`config.mk`:
```
export PLATFORM = sky130hd
export DESIGN_NAME = btn_conditioner
export DESIGN_NICKNAME = d
export VERILOG_FILES = /design/src/rtl/btn_pkg.sv /design/src/rtl/btn_debounce.sv /design/src/rtl/btn_conditioner.sv
export SDC_FILE = /design/constraint.sdc
export NUM_CORES = 1
export LEC_CHECK = 0
export BUFFER_PORTS_ARGS = -buffer_cell sky130_fd_sc_hd__buf_4
export CORE_MARGIN = 4
export CORE_UTILIZATION = 25
export DETAILED_ROUTE_END_ITERATION = 8
export SYNTH_ARGS = -nofsm -noshare
export SYNTH_HDL_FRONTEND = slang
export SYNTH_SLANG_ARGS = --single-unit
```
`constraint.sdc`:
```
create_clock -name clk -period 3.17 [get_ports clk]
set_input_delay 0.4755 -clock clk [delete_from_list [all_inputs] [get_ports clk]]
set_output_delay 0.4755 -clock clk [all_outputs]
set_load 0.02 [all_outputs]
```
`src/rtl/btn_pkg.sv`:
```
// btn_pkg: shared constants and types for the push-button input stage.
// Channel indices, repeat FSM state encoding and 50 MHz timing defaults.
package btn_pkg;

    // Channel assignment on the board connector.
    localparam int unsigned BTN_LEFT    = 0;
    localparam int unsigned BTN_RIGHT   = 1;
    localparam int unsigned BTN_FIRE    = 2;
    localparam int unsigned BTN_RESTART = 3;

    localparam int unsigned N_BTN_DEF = 4;

    // Default timing at 50 MHz: 10 ms debounce, 300 ms first repeat, 100 ms period.
    localparam int unsigned DEF_DEBOUNCE_CYCLES = 500000;
    localparam int unsigned DEF_REPEAT_DELAY    = 15000000;
    localparam int unsigned DEF_REPEAT_PERIOD   = 5000000;

    // Only the movement buttons auto-repeat.
    localparam logic [N_BTN_DEF-1:0] DEF_REPEAT_MASK =
        N_BTN_DEF'((1 << BTN_LEFT) | (1 << BTN_RIGHT));

    typedef enum logic [1:0] {
        RPT_IDLE   = 2'd0,
        RPT_DELAY  = 2'd1,
        RPT_REPEAT = 2'd2
    } rpt_state_t;

    function automatic int unsigned max_u(input int unsigned a, input int unsigned b);
        return (a > b) ? a : b;
    endfunction

    // Bits needed for a counter running 0 .. n-1, never less than one.
    function automatic int unsigned cnt_width(input int unsigned n);
        return (n <= 1) ? 1 : $clog2(n);
    endfunction

endpackage

```
`src/rtl/btn_debounce.sv`:
```
// btn_debounce: one button channel - synchroniser, debouncer, press/release
// strobes and, when BTN_AUTO_REPEAT_EN is defined, the auto-repeat FSM.
// The release strobe port is called rel because release is a reserved word.
module btn_debounce
    import btn_pkg::*;
#(
    parameter int unsigned DEBOUNCE_CYCLES = DEF_DEBOUNCE_CYCLES,
    parameter bit          REPEAT_EN       = 1'b0,
    parameter int unsigned REPEAT_DELAY    = DEF_REPEAT_DELAY,
    parameter int unsigned REPEAT_PERIOD   = DEF_REPEAT_PERIOD
) (
    input  logic clk,
    input  logic reset,
    input  logic btn_n,
    output logic level,
    output logic press,
    output logic rel,
    output logic step
);

    localparam int unsigned     DB_W    = $clog2(DEBOUNCE_CYCLES);
    localparam logic [DB_W-1:0] DB_LAST = DB_W'(DEBOUNCE_CYCLES - 1);

    logic [1:0]      sync_q;
    logic            s_c;
    logic            d_q;
    logic [DB_W-1:0] cnt_q;
    logic            db_done_c;
    logic            rise_c;
    logic            fall_c;
    logic            step_src_c;
    logic            press_q;
    logic            rel_q;
    logic            step_q;

    // Two-flop synchroniser; reset to the released (high) level.
    always_ff @(posedge clk or posedge reset) begin
        if (reset) begin
            sync_q <= 2'b11;
        end else begin
            sync_q <= {sync_q[0], btn_n};
        end
    end

    assign s_c       = ~sync_q[1];
    assign db_done_c = (s_c != d_q) && (cnt_q == DB_LAST);
    assign rise_c    = db_done_c && s_c;
    assign fall_c    = db_done_c && !s_c;

    // Debouncer: accept a new level only after DEBOUNCE_CYCLES consecutive disagreeing samples.
    always_ff @(posedge clk or posedge reset) begin
        if (reset) begin
            d_q   <= 1'b0;
            cnt_q <= '0;
        end else if (s_c == d_q) begin
            cnt_q <= '0;
        end else if (cnt_q == DB_LAST) begin
            d_q   <= s_c;
            cnt_q <= '0;
        end else begin
            cnt_q <= cnt_q + 1'b1;
        end
    end

`ifdef BTN_AUTO_REPEAT_EN
    localparam int unsigned      RPT_W       = cnt_width(max_u(REPEAT_DELAY, REPEAT_PERIOD));
    localparam logic [RPT_W-1:0] DELAY_LAST  = RPT_W'(REPEAT_DELAY - 1);
    localparam logic [RPT_W-1:0] PERIOD_LAST = RPT_W'(REPEAT_PERIOD - 1);

    rpt_state_t       rpt_q;
    rpt_state_t       rpt_d;
    logic [RPT_W-1:0] rcnt_q;
    logic [RPT_W-1:0] rcnt_d;
    logic             tick_c;

    // Repeat FSM state and hold counter.
    always_ff @(posedge clk or posedge reset) begin
        if (reset) begin
            rpt_q  <= RPT_IDLE;
            rcnt_q <= '0;
        end else begin
            rpt_q  <= rpt_d;
            rcnt_q <= rcnt_d;
        end
    end

    // Repeat FSM next state; a release in the tick cycle wins and drops the tick.
    always_comb begin
        rpt_d  = rpt_q;
        rcnt_d = rcnt_q;
        tick_c = 1'b0;
        case (rpt_q)
            RPT_IDLE: begin
                if (REPEAT_EN && rise_c) begin
                    rpt_d  = RPT_DELAY;
                    rcnt_d = '0;
                end
            end
            RPT_DELAY: begin
                if (fall_c) begin
                    rpt_d  = RPT_IDLE;
                    rcnt_d = '0;
                end else if (rcnt_q == DELAY_LAST) begin
                    tick_c = 1'b1;
                    rpt_d  = RPT_REPEAT;
                    rcnt_d = '0;
                end else begin
                    rcnt_d = rcnt_q + 1'b1;
                end
            end
            RPT_REPEAT: begin
                if (fall_c) begin
                    rpt_d  = RPT_IDLE;
                    rcnt_d = '0;
                end else if (rcnt_q == PERIOD_LAST) begin
                    tick_c = 1'b1;
                    rcnt_d = '0;
                end else begin
                    rcnt_d = rcnt_q + 1'b1;
                end
            end
            default: begin
                rpt_d  = RPT_IDLE;
                rcnt_d = '0;
            end
        endcase
    end

    assign step_src_c = rise_c | tick_c;
`else
    assign step_src_c = rise_c;
`endif

    // Registered one-cycle strobes aligned with the level change.
    always_ff @(posedge clk or posedge reset) begin
        if (reset) begin
            press_q <= 1'b0;
            rel_q   <= 1'b0;
            step_q  <= 1'b0;
        end else begin
            press_q <= rise_c;
            rel_q   <= fall_c;
            step_q  <= step_src_c;
        end
    end

    assign level = d_q;
    assign press = press_q;
    assign rel   = rel_q;
    assign step  = step_q;

endmodule

```
`src/rtl/btn_conditioner.sv`:
```
// btn_conditioner: N_BTN independent button channels for the game FSMs.
// Auto-repeat is compiled in only when BTN_AUTO_REPEAT_EN is defined;
// otherwise step mirrors press on every channel.
module btn_conditioner
    import btn_pkg::*;
#(
    parameter int unsigned       N_BTN           = N_BTN_DEF,
    parameter int unsigned       DEBOUNCE_CYCLES = DEF_DEBOUNCE_CYCLES,
    parameter logic [N_BTN-1:0]  REPEAT_MASK     = N_BTN'(DEF_REPEAT_MASK),
    parameter int unsigned       REPEAT_DELAY    = DEF_REPEAT_DELAY,
    parameter int unsigned       REPEAT_PERIOD   = DEF_REPEAT_PERIOD
) (
    input  logic             clk,
    input  logic             reset,
    input  logic [N_BTN-1:0] btn_n,
    output logic [N_BTN-1:0] level,
    output logic [N_BTN-1:0] press,
    output logic [N_BTN-1:0] rel,
    output logic [N_BTN-1:0] step
);

    // One conditioning channel per button.
    for (genvar i = 0; i < N_BTN; i++) begin : g_ch
        btn_debounce #(
            .DEBOUNCE_CYCLES (DEBOUNCE_CYCLES),
            .REPEAT_EN       (REPEAT_MASK[i]),
            .REPEAT_DELAY    (REPEAT_DELAY),
            .REPEAT_PERIOD   (REPEAT_PERIOD)
        ) u_ch (
            .clk   (clk),
            .reset (reset),
            .btn_n (btn_n[i]),
            .level (level[i]),
            .press (press[i]),
            .rel   (rel[i]),
            .step  (step[i])
        );
    end

endmodule
```
==> Yosys cells after proc, flatten, opt, wreduce, memory -nomap -nowiden <==
Cells that the tools add are included.
{ "totals": {"ff_bits": 96, "latchBits": 0, "ramBits": 0, "rom_bits": 0, "inputBits": 6, "output_inout_bits": 16, "mem_count": 0} }
{ "classes": {"addsub": 4, "mul": 0, "div_mod_pow": 0, "n_lt_le_gt_ge": 0, "eq_ne": 12, "n_shift": 0, "mux": 8, "bitwise_logic": 8, "reduce_logical": 16} }
{ "op_table": {"columns": ["cell", "count"], "rows": [
  ["$mux 19", 8],
  ["$add 19x1->19 const B", 4],
  ["$eq 19x19->1 const B", 4],
  ["$logic_and 1x1->1", 12],
  ["$not 1->1", 8],
  ["$reduce_and 2->1", 4],
  ["$eq 1x1->1", 4],
  ["$ne 1x1->1", 4]
]} }

==> Logic depth before layout (Yosys ltp) <==
Gate-level depths: netlist (run 1).
{ "logic_depth": {"depth_word": 4, "ltp_mapped": 7, "ltp_nobuf": 5} }

==> Modules after synthesis <==
A second synthesis (run 1) with hierarchy kept.
{ "hier_totals": {"hier_cells": 447, "area_unflattened_um2": 4585.6} }
{ "modules_own_cells": {"columns": ["mod", "instances", "cells_per_inst", "area_per_inst_um2"], "rows": [
  ["btn_debounce at g_ch[1].u_ch ...", 3, 111, 1139.8],
  ["btn_debounce at g_ch[0].u_ch", 1, 114, 1166.1]
]} }

==> Worst setup path after synthesis (run 1) <==
No wires, ideal clock.
{ "synth_path": {"path_type": "reg2reg", "start": "register g_ch[0].u_ch.cnt_q[11]", "end": "register g_ch[0].u_ch.cnt_q[5]", "arrival_time_ps": 1941, "required_ps": 3051, "setup_slack_ps": 1111, "stages_incl_launch_ff": 7, "path_buffers": 2, "synth_period_minus_slack_ps": 2059, "path_cell_list": "dfrtp_1 or4b_1 or4_1 buf_2 o21ai_4 buf_6 nor2_1"} }
{ "synth_via": {"elab_chain_len": 3} }
{ "synth_lines": {"columns": ["element", "line", "source"], "rows": [
  ["from (decl)", "btn_debounce.sv:27", "logic [DB_W-1:0] cnt_q;"],
  ["from (signal assigned)", "btn_debounce.sv:61", "cnt_q <= cnt_q + 1'b1;"],
  ["$eq 19x19->1", "btn_debounce.sv:57", "end else if (cnt_q == DB_LAST) begin"],
  ["$mux 19", "btn_debounce.sv:57", null],
  ["$mux 19", "btn_debounce.sv:55", "end else if (s_c == d_q) begin"]
]} }
No other way between the ends.
A chain may end at the register's enable or synchronous reset.

==> Final worst setup path (run 1) <==
{ "layout_path": {"start": "register g_ch[0].u_ch.cnt_q[11]", "end": "register g_ch[0].u_ch.cnt_q[11]"} }
{ "layout_via": {"elab_chain_len": 3, "elab_cells_between_ends": 4, "cone_classes": "add/sub: 1; eq/ne: 1; mux: 2"} }
{ "layout_lines": {"columns": ["element", "line"], "rows": [
  ["$add 19x1->19 or $eq 19x19->1 (tied branches)", "btn_debounce.sv:61, btn_debounce.sv:57"],
  ["$mux 19 *", "btn_debounce.sv:57"],
  ["$mux 19 *", "btn_debounce.sv:55"]
]} }
Every way passes the cells marked *; elsewhere a longest branch is shown, timed or not.

==> flow_summary.toml, run 1 <==
[routing]
first_pass_iters = 4
drt_iter0_markers = 256
vias_per_cell = 4.70
post_drt_wl_per_cell_um = 12.1
drc = 0
drt_wl_total_um = 8510
ant_nets = 0
vias = 3294

[grt]
grt.overflow.total = 0
grt_pass1_wl_um = 15100
grt-busiest-layer = "met2"
grt_pass1_vias = 3247
antenna_found_initial = 0
use_met1 = 0.122
grt.met2_usage = 0.136
grtUsageTotal = 0.0885
grt_max_degree = 59
met3_usage = 0.0246

[pwr]
ir_worst_vdd_v = 0.000293
power.leakage_nw = 2.03
p_per_area_nw_per_um2 = 459

[synth]
synth.net_count = 466
synthesis.area_um2 = 4620
ys.flop_type = "dfrtp_1"
synth_top_area_share = 0.477
yosys_register_bits = 96
yosys-top-cells-area = "dfrtp_1 48%, xnor2_1 6.8%, dfstp_2 4.6%, nor2_1 4.6%, nand3_1 2.6%"
avgSynthCellArea_um2 = 10.1
yosysWarningCount = 0
synth_area_leader_cell = "dfrtp_1"
ys_types = 43
synth-edff-count = 0
ys_async_sr_fraction = 1.00
synthCells = 456
yosysSeqAreaShare = 0.522

[layout]
fillers = 1840
layout-drive-gt1-share = 0.127
diodes = 0
multi_input_area_um2 = 1970
layout.nets = 477
syn_to_final_growth_pct = 13.1
seqCellArea_um2 = 2410

[die]
core-area_um2 = 18100
rows = 49
ios = 22
dieArea_um2 = 20700
start_util = 0.255
die_w_um = 144
die_h_um = 144

[worst_setup_path]
cp_top_family = "simple AND/OR/NAND/NOR gates"
crit_buf_inv = 0
cp-end-kind = "flop"
cp.arrival_ns = 2.49
crit_path_start_kind = "flop"
path_cells = "or4b_1, or4_1, o21ai_4, nor2_1"
crit_slowest_cell = "or4_1"
cp.required_ns = 3.37
crit_type = "reg -> reg"
cpPeakStageDelay_ns = 0.64
cp_max_fo = 18

[timing]
min_period_ns = 2.29
layout_setup_ws_ns = 0.880
fin_crit_sh = 0.722
fmax_ghz = 0.437
hold_viol_final = 0
fin_skew_ns = 0.00835
finalSetupViolCount = 0
rsz0062_at_grt = "false"
tightest_slew_ns = 0.712
relSlewSlack = 0.525
maxSlewViolCount = 0
timing.setup.tns_ns = 0

[cts]
cts_resized = 0
postCtsSetupBuffers = 0
h-tree-depth = 3
clock-root-buffer = "clkbuf_16"
clock_latency_ns = 0.34
cts_tree = "built"
cts-buffers-inserted = 9
path_clk_slew_ns = 0.06
cts.sinks = 96
hold_buffers = 0
cts_buffer_depth = 2

[placement]
place_hpwl_um = 6070
io_buffers = 21
place_ws_ns = 0.890
gp_congestion = 0.811

[min_path]
hp-class = "in -> reg"

[status]
outcome = "finished, final reports clean"

[run]
cap_viol_max_count = 0
[power breakdown]
part / internal [W] / leakage (nW) / total (W) / switching [W]
Sequential: 0.00125 / 1.30 / 0.00126 / 0.0000166
Clock: 0.000612 / 0.136 / 0.00106 / 0.000444
Combinational: 0.0000246 / 0.593 / 0.0000790 / 0.0000544
Total: 0.00188 / 2.03 / 0.00240 / 0.000515
[per-stage QoR]
step           area [µm²]  cells  total power, W  hold slack (ns)   util
5_1_grt              5220    701         0.00250            0.224  0.289
6_report             5220    701         0.00240            0.238  0.289
3_5_place_dp         4930    685         0.00137            0.350  0.273
3_3_place_gp         4930    685         0.00136            0.347  0.273
2_1_floorplan        4620    456         0.00134            0.345      -
4_1_cts              5220    701         0.00244            0.223  0.289
[registers in the layout, summed over array words and instances, names as in the netlist]
| signal | flops |
|---|---|
| g_ch.u_ch.level | 4 |
| g_ch.u_ch.press | 4 |
| g_ch.u_ch.sync_q | 8 |
| g_ch.u_ch.rel | 4 |
| g_ch.u_ch.cnt_q | 76 |
[Yosys cell counts (2+ instances only)]
cell	number
a21oi_1	23
or2_2	3
and4_1	6
nor3_1	12
nand3_1	24
nor3b_1	3
o21ai_0	11
or3_1	12
and3_1	6
inv_1	16
dfstp_2	8
clkbuf_1	5
or4_1	13
ha_1	4
buf_4	16
xor2_1	13
dfrtp_1	88
and2_1	5
o31ai_1	14
nand4_1	15
buf_2	4
or4b_2	2
xnor2_1	36
nor4b_1	2
nor2_1	56
nor4_1	12
mux2i_1	2
nand2_1	30
[metal layers]
| metal | vias to the layer above | share of wire |
|---|---|---|
| li1 | 1625 | - |
| met1 | 1606 | 0.49 |
| met2 | 49 | 0.45 |
| met3 | 14 | 0.039 |
| met4 | 0 | 0.013 |
| met5 | - | 0 |
[cells by family after synthesis]
group                    synth area share
AO/OA/AOI/OAI                      0.0748
XOR/XNOR                           0.0930
adder cells (fa/ha/maj)            0.0108
buffers and inverters              0.0499
flip-flops                          0.522
multiplexers                      0.00434
AND/OR/NAND/NOR                     0.245
[worst paths after layout]
check	startpoint	slack (ns)	end	cells past startpoint
setup reg to reg	g_ch[0].u_ch.cnt_q[11]	0.88	g_ch[0].u_ch.cnt_q[11]	4
setup / recovery	g_ch[0].u_ch.cnt_q[11]	0.88	g_ch[0].u_ch.cnt_q[11]	4
min in group asynchronous	reset	0.25	g_ch[0].u_ch.press	2
max in group asynchronous	reset	2.09	g_ch[2].u_ch.sync_q[1]	3
hold / removal	btn_n[3]	0.24	g_ch[3].u_ch.sync_q[0]	1
hold reg to reg	g_ch[1].u_ch.sync_q[0]	0.36	g_ch[1].u_ch.sync_q[1]	0
[area by class of cell]
class | instances | area share
well taps | 229 | 0.0549
inverters | 16 | 0.0120
clock inverters | 5 | 0.0113
multi-input cells | 318 | 0.378
flip-flops and latches | 96 | 0.462
clock buffers | 11 | 0.0446
repair buffers | 26 | 0.0374
[cell usage in the layout, fill, tap and decap left out, drive strengths merged, types with 2 or more instances in the layout]
cell type,instances
dfrtp,88
nor2,56
xnor2,36
nand2,30
buf,26
nand3,24
a21oi,23
nand4,16
inv,16
o31ai,15
or4,14
xor2,13
o21ai,13
nor4,12
nor3,12
or3,12
clkbuf,11
dfstp,8
and4,7
and3,6
and2,5
ha,4
or2,3
nor3b,3
or4b,3
nor4b,2
mux2i,2
clkinvlp,2
o41ai,2
clkinv,2
No activity file was read; power rests on OpenSTA's default activity.
==> run 2: changes to the inputs <==
==> constraint.sdc (replaced) <==
create_clock -name clk -period 2.2 [get_ports clk]
set_input_delay 0.33 -clock clk [delete_from_list [all_inputs] [get_ports clk]]
set_output_delay 0.33 -clock clk [all_outputs]
set_load 0.02 [all_outputs]
==> run 2 against run 1 <==
Effect of this change: hold slack lost 0.14 ns; sequential power grew 44%; combinational power grew 57%; sequential share of layout area shrank 0.73 points; critical path type unchanged; critical endpoint is now g_ch[0].u_ch.cnt_q[14]; largest power group unchanged.
==> flow_summary.toml, run 2 (synthesis gave the netlist of run 1 again) <==
[timing]
rsz0062_at_grt = "false"
fmax_ghz = 0.476
fin_crit_sh = 0.955
finalSetupViolCount = 0
relSlewSlack = 0.627
layout_setup_ws_ns = 0.0985
fin_skew_ns = 0.00744
timing.setup.tns_ns = 0
min_period_ns = 2.10
tightest_slew_ns = 0.555
holdWs_ns = 0.0942
maxSlewViolCount = 0
hold_viol_final = 0

[worst_setup_path]
rr_worst_depth = 5
cp-end-kind = "flop"
crit_type = "reg -> reg"
cpPeakStageDelay_ns = 0.64
cp_max_fo = 10
crit_path_start_kind = "flop"
crit_slowest_cell = "or4_1"
r2r-start = "g_ch[0].u_ch.cnt_q[11]"
critPathLaunch = "g_ch[0].u_ch.cnt_q[11]"
crit_buf_inv = 1
cp.depth = 5
cp.arrival_ns = 2.32
cp_top_family = "simple AND/OR/NAND/NOR gates"
r2r_slack_ns = 0.1
path_cells = "or4b_1, or4_1, o21ai_4, buf_4, a21oi_1"
reg2reg_to = "g_ch[0].u_ch.cnt_q[14]"
cp.required_ns = 2.42

[grt]
grt_pass1_vias = 3206
grtUsageTotal = 0.0877
grt_max_degree = 54
antenna_found_initial = 0
grt.overflow.total = 0
grt_pass1_wl_um = 14700

[status]
outcome = "finished, final reports clean"

[pwr]
ir_worst_vdd_v = 0.000285
p_total_w = 0.00349
power.leakage_nw = 2.07
p_per_area_nw_per_um2 = 657

[routing]
drc = 0
vias_per_cell = 4.70
ant_nets = 0
vias = 3331
drt_wl_total_um = 8620
first_pass_iters = 4
drt_iter0_markers = 138
post_drt_wl_per_cell_um = 12.2

[layout]
layout.nets = 485
largestRegisters = "g_ch.u_ch.cnt_q: 76 flops, g_ch.u_ch.sync_q: 8 flops"
largest_register_ffs = 76
regMostFlops = "g_ch.u_ch.cnt_q"
layout_common_cells = "88 x dfrtp_1, 56 x nor2_1, 36 x xnor2_1"
layout-drive-gt1-share = 0.140
syn_to_final_growth_pct = 14.9
layout_commonest_cell = "dfrtp_1"
diodes = 0

[cts]
postCtsSetupBuffers = 0
path_clk_slew_ns = 0.06
clock-root-buffer = "clkbuf_16"
cts-buffers-inserted = 9
cts_tree = "built"
clock_latency_ns = 0.35
h-tree-depth = 3
cts.sinks = 96
cts_buffer_depth = 2

[run]
cap_viol_max_count = 0

[die]
dieArea_um2 = 20700
start_util = 0.255
rows = 49
ios = 22
die_h_um = 144
core-area_um2 = 18100
die_w_um = 144

[placement]
place_hpwl_um = 6080
place_ws_ns = 0.108
gp_congestion = 0.814
io_buffers = 21

[min_path]
hp-class = "in -> reg"
hold_path_end = "g_ch[3].u_ch.sync_q[0]"
hold_path_depth = 1
hp-start = "btn_n[3]"
==> run 2: final cells by class <==
type | count | area, µm²
inverters | 16 | 63.8
repair buffers | 34 | 270
clock inverters | 3 | 42.5
well taps | 229 | 287
flip-flops and latches | 96 | 2410
clock buffers | 13 | 250
multi-input cells | 318 | 1980
fillers | 1828 | 12800
==> run 2: how the worst max path moves through the flow <==
stage	end	slack (ns)
global placement	g_ch[0].u_ch.cnt_q[5]	0.13
detailed placement	g_ch[0].u_ch.cnt_q[5]	0.11
floorplan	g_ch[0].u_ch.cnt_q[7]	0.14
finish	g_ch[0].u_ch.cnt_q[14]	0.1
CTS	g_ch[0].u_ch.cnt_q[11]	0.1
global route	g_ch[0].u_ch.cnt_q[13]	0.01
==> run 2: metrics by stage <==
stage          utilization  area [µm²]  cells
2_1_floorplan            -        4620    456
3_3_place_gp         0.276        5000    692
3_5_place_dp         0.276        5000    692
4_1_cts              0.293        5300    709
5_1_grt              0.293        5310    709
6_report             0.293        5310    709
==> run 2: repair_timing <==
| action | 4_1_cts | 5_1_grt |
|---|---|---|
| hold buffers | 1 | 0 |
| hold endpoints to repair | 13 | 0 |
| resized for setup | 0 | 1 |
| endpoints found under the setup margin | 0 | 1 |
==> run 2: worst register-to-register path, delay by kind of cell (launching register included) <==
family          cells  cell delay (ns)
flops               1             0.43
simple gates        2             1.14
compound gates      2             0.23
buf+inv             1             0.19
==> run 2: per-layer routing <==
layer  part of all wire  GRT usage
met4              0.016     0.0322
met5                  0          0
met1               0.48      0.111
met2               0.46      0.139
met3              0.039     0.0296
==> run 2: report_power, final <==
part	switching, W	leakage (nW)	internal (W)
clock	0.000629	0.140	0.000911
sequential	0.0000248	1.30	0.00180
combinational	0.0000791	0.630	0.0000447
==> run 3: changes to the inputs <==
--- a/config.mk
+++ b/config.mk
@@ -6,9 +6,9 @@
 export NUM_CORES = 1
 export LEC_CHECK = 0
 export BUFFER_PORTS_ARGS = -buffer_cell sky130_fd_sc_hd__buf_4
-export CORE_MARGIN = 4
 export CORE_UTILIZATION = 25
 export DETAILED_ROUTE_END_ITERATION = 8
+export GPL_TIMING_DRIVEN = 0
 export SYNTH_ARGS = -nofsm -noshare
 export SYNTH_HDL_FRONTEND = slang
 export SYNTH_SLANG_ARGS = --single-unit
==> run 3 against run 2 <==
Effect of this change: combinational power up 9%; register-to-register slack worse by 0.05 ns; critical path depth grew 1; design area increased by 4.2%; fmax down 2.5%; sequential share of layout area fell by 1.8 points; clock power is 5% higher; core utilization grew 1.3 points; global-route usage up 1.3 points; non-clock buffer count grew 24; via count up 2.8%; clock skew grew 0.00087 ns.
==> flow_summary.toml, run 3 (synthesis gave the netlist of run 1 again) <==
[layout]
largestRegisters = "g_ch.u_ch.cnt_q: 76 flops, g_ch.u_ch.sync_q: 8 flops"
syn_to_final_growth_pct = 19.8
layout_common_cells = "87 x dfrtp_1, 56 x nor2_1, 45 x buf_4"
final_cell_area_um2 = 5530
regMostFlops = "g_ch.u_ch.cnt_q"
layout_commonest_cell = "dfrtp_1"
largest_register_ffs = 76
layout.nets = 509
diodes = 0
layout-drive-gt1-share = 0.183

[timing]
relSlewSlack = 0.661
min_period_ns = 2.16
fmax_ghz = 0.464
hold_viol_final = 0
layout_setup_ws_ns = 0.0446
fin_skew_ns = 0.00832
holdWs_ns = 0.0871
tightest_slew_ns = 0.501
timing.setup.tns_ns = 0
finalSetupViolCount = 0
maxSlewViolCount = 0
fin_crit_sh = 0.980

[pwr]
switching_share = 0.219
p_clk_frac = 0.453
switching_power_w = 0.000785
seq_power_share = 0.509
internal_power_w = 0.00279
ir_worst_vdd_v = 0.000477
p_per_area_nw_per_um2 = 647
p_comb_frac = 0.038
power.leakage_nw = 2.21

[grt]
grt.overflow.total = 0
grt_max_degree = 43
grt_pass1_vias = 3250
antenna_found_initial = 0
grt_pass1_wl_um = 15100
grtUsageTotal = 0.101

[worst_setup_path]
cp_max_fo = 10
cp.arrival_ns = 2.39
crit_slowest_cell = "or4_1"
cpPeakStageDelay_ns = 0.55
rr_worst_depth = 6
cp-end-kind = "flop"
cp.required_ns = 2.44
path_cells = "or4b_1, or4_1, buf_4, o21ai_4, buf_6, nor2_1"
r2r_slack_ns = 0.04
crit_path_start_kind = "flop"
crit_type = "reg -> reg"

[status]
outcome = "finished, final reports clean"

[routing]
drt_wl_total_um = 9040
ant_nets = 0
vias = 3425
vias_per_cell = 4.67
first_pass_iters = 4
drc = 0
drt_iter0_markers = 182
post_drt_wl_per_cell_um = 12.3

[cts]
clock-root-buffer = "clkbuf_16"
h-tree-depth = 3
cts_tree = "built"
cts.sinks = 96
cts-buffers-inserted = 9
clock_latency_ns = 0.35
path_clk_slew_ns = 0.07
cts_buffer_depth = 2

[die]
die_h_um = 138
ios = 22
start_util = 0.256
die_w_um = 138
core-area_um2 = 18000
dieArea_um2 = 19000
rows = 49

[min_path]
hold_path_depth = 1
hp-class = "in -> reg"

[placement]
io_buffers = 21
place_ws_ns = -0.203
dpl_cell_area_um2 = 5100
gp_congestion = 0.833
place_hpwl_um = 6160

[run]
cap_viol_max_count = 0
-- run 3: cell types whose count changed in the layout (fill, tap and decap cells not counted), sizes merged --
cell	before	now
inv	15	16
buf	33	52
clkbuf	13	17
-- run 3: repair_timing --
item | in CTS | in global routing
resized for setup | 4 | 7
setup endpoints to repair | 40 | 38
cloned | 0 | 0
pin swaps | 2 | 3
buffers inserted | 2 | 6
endpoints found under the hold margin | 12 | 0
hold buffers | 1 | 0
-- run 3: final timing paths --
kind,end,from
worst max register to register,g_ch[0].u_ch.cnt_q[12],g_ch[0].u_ch.cnt_q[14]
min in group asynchronous,g_ch[0].u_ch.cnt_q[14],reset
max in group asynchronous,g_ch[1].u_ch.sync_q[1],reset
worst min register to register,g_ch[3].u_ch.sync_q[1],g_ch[3].u_ch.sync_q[0]
worst min-delay path,g_ch[3].u_ch.sync_q[0],btn_n[3]
worst max-delay path,g_ch[0].u_ch.cnt_q[12],g_ch[0].u_ch.cnt_q[14]
-- run 3: final cells by class --
cell class	count	area [µm²]
Sequential cell	96	2410
Clock buffer	12	256
Multi-Input combinational cell	318	2000
Inverter	16	63.8
Tap cell	229	287
Timing Repair Buffer	32	280
Clock inverter	4	51.3
Buffer	26	178
Fill cell	1863	12500
-- run 3: layer usage --
layer	vias up	wire (µm)	share of wire	global-route usage
met4	0	86	0.0095	0.0290
li1	1678	-	-	-
met5	-	0	0	0
met3	7	330	0.037	0.0329
met1	1690	4280	0.47	0.128
met2	50	4340	0.48	0.162
-- run 3: through the flow --
stage	total power, W	instances	util
2_1_floorplan	0.00193	456	-
3_3_place_gp	0.00196	706	0.281
3_5_place_dp	0.00198	708	0.283
4_1_cts	0.00363	727	0.304
5_1_grt	0.00372	733	0.307
6_report	0.00358	733	0.307
-- run 3: power by group through the flow --
stage | Clock (W) | Sequential (W) | Combinational, W
3_5_place_dp | 0 | 0.00185 | 0.000125
3_3_place_gp | 0 | 0.00185 | 0.000112
5_1_grt | 0.00174 | 0.00182 | 0.000155
2_1_floorplan | 0 | 0.00185 | 0.0000820
6_report | 0.00162 | 0.00182 | 0.000135
4_1_cts | 0.00167 | 0.00182 | 0.000135
-- run 3: worst max-delay path, delay by kind of cell (launching register included) --
family,cells,cell delay [ns]
AO/OA/AOI/OAI,1,0.17
buffers and inverters,2,0.34
AND/OR/NAND/NOR,3,1.13
flip-flops,1,0.40
